<file path="config.mk">
export PLATFORM = sky130hd
export DESIGN_NAME = uart_rx_cfg
export DESIGN_NICKNAME = d
export VERILOG_FILES = /design/src/rtl/uart_rx_cfg.sv
export SDC_FILE = /design/constraint.sdc
export NUM_CORES = 1
export LEC_CHECK = 0
export ABC_AREA = 0
export CAP_MARGIN = 20
export CORE_MARGIN = 4
export CORE_UTILIZATION = 69
export CTS_CLUSTER_SIZE = 25
export DETAILED_ROUTE_END_ITERATION = 10
export DONT_BUFFER_PORTS = 1
export PLACE_DENSITY_LB_ADDON = 0.3
export SLEW_MARGIN = 25
export SYNTH_ARGS = -nofsm -noshare
export SYNTH_HDL_FRONTEND = slang
export SYNTH_SLANG_ARGS = --single-unit
</file>
<file path="constraint.sdc">
create_clock -name clk -period 4.3 [get_ports clk]
set_clock_uncertainty 0.2 [all_clocks]
set_input_delay 0.86 -clock clk [delete_from_list [all_inputs] [get_ports clk]]
set_output_delay 0.86 -clock clk [all_outputs]
set_load 0.005 [all_outputs]
</file>
<file path="src/rtl/uart_rx_cfg.sv">
// UART receiver with runtime baud divisor, optional parity, 1/2 stop bits and
// three-sample mid-bit voting; reports parity/framing/break/overrun status.
module uart_rx_cfg #(
  parameter int DATA_WIDTH = 8,
  parameter int PARITY     = 0,
  parameter int STOP_BITS  = 1,
  parameter int DIV_WIDTH  = 16
) (
  input  logic                  clk,
  input  logic                  rst,
  input  logic                  rx,
  input  logic [DIV_WIDTH-1:0]  baud_div,
  output logic [DATA_WIDTH-1:0] data,
  output logic                  perr,
  output logic                  ferr,
  output logic                  brk,
  output logic                  valid,
  input  logic                  ready,
  output logic                  ovr,
  input  logic                  ovr_clr
);

  typedef enum logic [2:0] {
    S_IDLE,
    S_START,
    S_DATA,
    S_PARITY,
    S_STOP,
    S_WAIT_HIGH
  } state_t;

  localparam logic [DIV_WIDTH-1:0] ONE       = DIV_WIDTH'(1);
  localparam logic [DIV_WIDTH-1:0] DIV_MIN   = DIV_WIDTH'(4);
  localparam logic [3:0]           LAST_DATA = 4'(DATA_WIDTH - 1);
  localparam logic [3:0]           LAST_STOP = 4'(STOP_BITS - 1);

  state_t state, state_n;

  logic                  rx_meta, rx_s, rx_prev;
  logic [1:0]            live;
  logic                  armed;
  logic [DIV_WIDTH-1:0]  div_q, cnt;
  logic [DIV_WIDTH-1:0]  half, half_m1, half_p1, div_last;
  logic                  v0, v1, vote;
  logic                  at_s0, at_s1, at_dec;
  logic                  start_edge;
  logic [3:0]            bit_idx;
  logic [DATA_WIDTH-1:0] shreg;
  logic                  par_bit;
  logic                  ferr_acc;
  logic                  frame_done;
  logic                  par_x, perr_new, ferr_new, brk_new;

  always_comb begin
    half     = div_q >> 1;
    half_m1  = half - ONE;
    half_p1  = half + ONE;
    div_last = div_q - ONE;
    at_s0    = (cnt == half_m1);
    at_s1    = (cnt == half);
    at_dec   = (cnt == half_p1);
    vote     = (v0 & v1) | (v0 & rx_s) | (v1 & rx_s);
    // armed only once a genuine high has been seen after reset, so a line
    // already low at reset release is not taken as a start bit
    start_edge = armed & rx_prev & ~rx_s;
    par_x    = (^shreg) ^ par_bit;
    perr_new = (PARITY == 2) ? par_x : ((PARITY == 1) ? ~par_x : 1'b0);
    ferr_new = ferr_acc | ~vote;
    brk_new  = ferr_new & (shreg == '0) & ~par_bit;
  end

  always_comb begin
    state_n    = state;
    frame_done = 1'b0;
    case (state)
      S_IDLE:      if (start_edge) state_n = S_START;
      S_START:     if (at_dec) state_n = vote ? S_IDLE : S_DATA;
      S_DATA:      if (at_dec && bit_idx == LAST_DATA)
                     state_n = (PARITY != 0) ? S_PARITY : S_STOP;
      S_PARITY:    if (at_dec) state_n = S_STOP;
      S_STOP: begin
        if (at_dec && bit_idx == LAST_STOP) begin
          frame_done = 1'b1;
          state_n    = ferr_new ? S_WAIT_HIGH : S_IDLE;
        end
      end
      S_WAIT_HIGH: if (rx_s) state_n = S_IDLE;
      default:     state_n = S_IDLE;
    endcase
  end

  always_ff @(posedge clk) begin
    if (rst) begin
      state    <= S_IDLE;
      rx_meta  <= 1'b1;
      rx_s     <= 1'b1;
      rx_prev  <= 1'b1;
      live     <= '0;
      armed    <= 1'b0;
      div_q    <= DIV_MIN;
      cnt      <= '0;
      v0       <= 1'b0;
      v1       <= 1'b0;
      bit_idx  <= '0;
      shreg    <= '0;
      par_bit  <= 1'b0;
      ferr_acc <= 1'b0;
      data     <= '0;
      perr     <= 1'b0;
      ferr     <= 1'b0;
      brk      <= 1'b0;
      valid    <= 1'b0;
      ovr      <= 1'b0;
    end else begin
      rx_meta <= rx;
      rx_s    <= rx_meta;
      rx_prev <= rx_s;
      live    <= {live[0], 1'b1};
      if (live[1] && rx_s) armed <= 1'b1;

      state <= state_n;

      // the detection cycle counts as count 0 of the start bit
      if (state == S_IDLE) begin
        if (start_edge) begin
          div_q <= (baud_div < DIV_MIN) ? DIV_MIN : baud_div;
          cnt   <= ONE;
        end
      end else if (state != S_WAIT_HIGH) begin
        cnt <= (cnt == div_last) ? '0 : cnt + ONE;
      end

      if (at_s0) v0 <= rx_s;
      if (at_s1) v1 <= rx_s;

      if (at_dec) begin
        case (state)
          S_START: begin
            bit_idx  <= '0;
            ferr_acc <= 1'b0;
            par_bit  <= 1'b0;
          end
          S_DATA: begin
            shreg   <= {vote, shreg[DATA_WIDTH-1:1]};
            bit_idx <= (bit_idx == LAST_DATA) ? '0 : bit_idx + 4'd1;
          end
          S_PARITY: par_bit <= vote;
          S_STOP: begin
            if (!vote) ferr_acc <= 1'b1;
            bit_idx <= bit_idx + 4'd1;
          end
          default: ;
        endcase
      end

      if (valid && ready) valid <= 1'b0;
      if (ovr_clr) ovr <= 1'b0;
      // a completed frame is dropped while a word is held, even if it is
      // being accepted this same cycle
      if (frame_done) begin
        if (valid) begin
          ovr <= 1'b1;
        end else begin
          data  <= shreg;
          perr  <= perr_new;
          ferr  <= ferr_new;
          brk   <= brk_new;
          valid <= 1'b1;
        end
      end
    end
  end

endmodule

</file>
==> metrics.txt <==
run status=complete, no violations; Total GRT Usage=29.3%; CTS Sinks=69; num rows=29; Chip Width=90.9 microns; Net count, final=a little under 600; Longest Clk Path Bufs=2; CP Cell Sequence=and4_1 -> nand4_1 -> xnor2_1 -> o2111ai_2 -> nor4_2 -> buf_4 -> a21boi_2 -> mux2_1; num ports=34; Worst path slowest cell=dfxtp_1; Core Box Area=6490 sq um; Tot Pwr=1380 uW; die area=8260 sq um; Post-CTS Setup Bufs=0; final worst path period share=about three quarters; H-tree depth=3; DRC viols=0; Seq/Total Area, Yosys=29.1%; Hold Crit Class=register to register; vias in the first global route=3931; Final ANT Viol Nets=0; power per cell area=~290 nW/um^2; Sequential Area=1380 sq um; clock root buffer=clkbuf_8; Avg WL per Cell=18.5 microns; die height=90.9 microns; CP Launch Type=register; 1st-pass router iterations=5; Mapped Area=4740 sq um; final RePlAce weighted congestion=~0.96; critical-path maximum fanout=18; Filler cells=between 500 and 600; routed vias/inst=6.77; Clk pin slew, worst setup/hold paths=about 0.080 ns; Worst Tran Pin Value=0.686 ns; top_reg_cell synth=dfxtp_1; area grow syn2layout=0.713%; minimum clock period=3.19 ns; GRT overflow=0; RSZ-0062 raised after global routing=no; Worst Setup End Kind=register; hpwl dp=~8600 microns; Final setup viols=0; via count=4290; multi-input logic area=3020 sq um; Req. time, crit path=about 4.3 ns; CP Class=register to register; syn avg cell area=7.97 sq um; share of cells above drive strength 1=7.54%; max cap viols=0; Seq cells post-synth=69; largest net degree at the start of global routing=64; CP peak stage delay=0.76 ns; total length of routed wires=11800 microns; FMAX=0.313 GHz; Post-synth EDFFs=0; Leak=around 0.0017 uW; final count of pins violating max slew=0; Clk Latency, worst-skew pair=0.34 ns; Inserted Clock Buffers=9; initial core utilization=73.0%; Slew headroom=between 50% and 60%; Final Hold Viols=0; Crit path arrival time=3.22 ns; Diodes inserted=0; CTS tree=yes; syn_nets=622; hold_buf cts=0; Setup TNS=0 ns; Mapped Cells=595; first-pass GRT wire length=19800 microns; initial antenna violation count=0; CTS resizes=0; ys async rst share=0%; YS warnings=0; 1st-iter DRT viols=around 350; count of different cell masters after synthesis=76; I/O Buffers=0; Max VDD drop=0.000265 V
## cells in the mapped netlist (all sizes together), types with 4 or more instances
master / n / area [sq um]
a21o: 5 / 37.5
o22ai: 4 / 25.0
nor2b: 4 / 25.0
nor4b: 5 / 50.0
dfxtp: 69 / 1380
and3: 8 / 50.1
or3: 4 / 25.0
nor3b: 5 / 37.5
and4: 4 / 35.0
a31oi: 9 / 56.3
ha: 6 / 75.1
nor3: 21 / 110
nor4: 26 / 233
o311ai: 5 / 43.8
nand4: 17 / 106
or4: 4 / 37.5
nor2: 51 / 191
buf: 26 / 165
o31ai: 5 / 42.5
nand2: 64 / 240
o21ai: 11 / 55.1
nand2b: 6 / 37.5
inv: 15 / 56.3
a21oi: 25 / 125
xor2: 21 / 191
nand3: 26 / 130
xnor2: 40 / 350
clkbuf: 31 / 119
mux2i: 24 / 240
## cells by family (layout without fill, tap and decap cells)
logic type	count (synthesis)	after routing	synth area share, %
flip-flops	69	69	29.1
other	1	1	0.0791
AO/OA/AOI/OAI	102	102	15.3
XOR/XNOR	61	61	11.4
buffers and inverters	72	34	7.18
AND/OR/NAND/NOR	258	258	29.8
multiplexers	25	25	5.31
adder cells (fa/ha/maj)	7	7	1.80
## cell usage in the layout (no fill, tap or decap), drive strengths merged, types with 4 or more instances in the layout
master and n:
a21o 5, a21oi 25, a31oi 9, and3 8, and4 4, clkbuf 10, dfxtp 69, ha 6
inv 17, mux2i 24, nand2 64, nand2b 6, nand3 26, nand4 17, nor2 51, nor2b 4
nor3 21, nor3b 5, nor4 26, nor4b 5, o21ai 11, o22ai 4, o311ai 5, o31ai 5
or3 4, or4 4, xnor2 40, xor2 21
## path summary, 6_finish.rpt
kind	start	endpoint	slack, ns	depth (start not counted)
max	div_q[3]$_SDFFE_PP0P_	state[1]$_SDFFE_PP0P_	1.11	8
min	rx_meta$_SDFF_PP1_	rx_s$_SDFF_PP1_	0.22	1
max reg2reg	div_q[3]$_SDFFE_PP0P_	state[1]$_SDFFE_PP0P_	1.11	8
min reg2reg	rx_meta$_SDFF_PP1_	rx_s$_SDFF_PP1_	0.22	1
## where the power goes
part	switching (uW)	total [uW]	internal, uW
combinational	94.8	152	56.8
clock	265	539	273
sequential	32.9	687	654
## cell type report
class	instances	share of cell area [%]
multi-input cells	454	63.2
flip-flops and latches	69	28.9
clock buffers	10	2.67
well taps	77	2.02
clock inverters	6	1.49
inverters	15	1.18
repair buffers	3	0.472
## critical path: cells and delay by family, from the launching register on
family | cells | cell delay (ns)
and+or+nand+nor | 3 | 0.89
DFF | 1 | 0.76
AOI/OAI and AO/OA | 2 | 0.45
muxes | 1 | 0.33
xor gates and xnor gates | 1 | 0.24
buffers and inverters | 1 | 0.21
## routing by layer
| metal | share of wire, % | global-route usage (%) | up-vias |
|---|---|---|---|
| met5 | 0 | 0 | - |
| met4 | 3.8 | 13.1 | 0 |
| met3 | 7.7 | 7.50 | 38 |
| met1 | 42 | 38.3 | 2010 |
| met2 | 46 | 45.3 | 200 |
| li1 | - | - | 2042 |
## through the flow
| stage | hold slack [ns] | cells | util, % | cell area [sq um] | setup WS, ns |
|---|---|---|---|---|---|
| CTS | 0.224 | 634 | 73.5 | 4770 | 1.13 |
| global route | 0.248 | 634 | 73.5 | 4770 | 0.920 |
| finish | 0.222 | 634 | 73.5 | 4770 | 1.11 |
| global placement | 0.193 | 618 | 70.4 | 4570 | 1.23 |
| floorplan | 0.189 | 595 | - | 4740 | 1.57 |
| detailed placement | 0.204 | 618 | 70.4 | 4570 | 1.17 |
## flip-flops by register name (all words and copies together) (netlist names)
| name | cells |
|---|---|
| armed | 1 |
| bit_idx | 4 |
| brk | 1 |
| cnt | 16 |
| data | 8 |
| div_q | 16 |
| ferr | 1 |
| ferr_acc | 1 |
| live | 2 |
| ovr | 1 |
| par_bit | 1 |
| rx_meta | 1 |
| rx_prev | 1 |
| rx_s | 1 |
| shreg | 8 |
| state | 3 |
| v0 | 1 |
| v1 | 1 |
| valid | 1 |
Power figures use the tool's default switching activity.
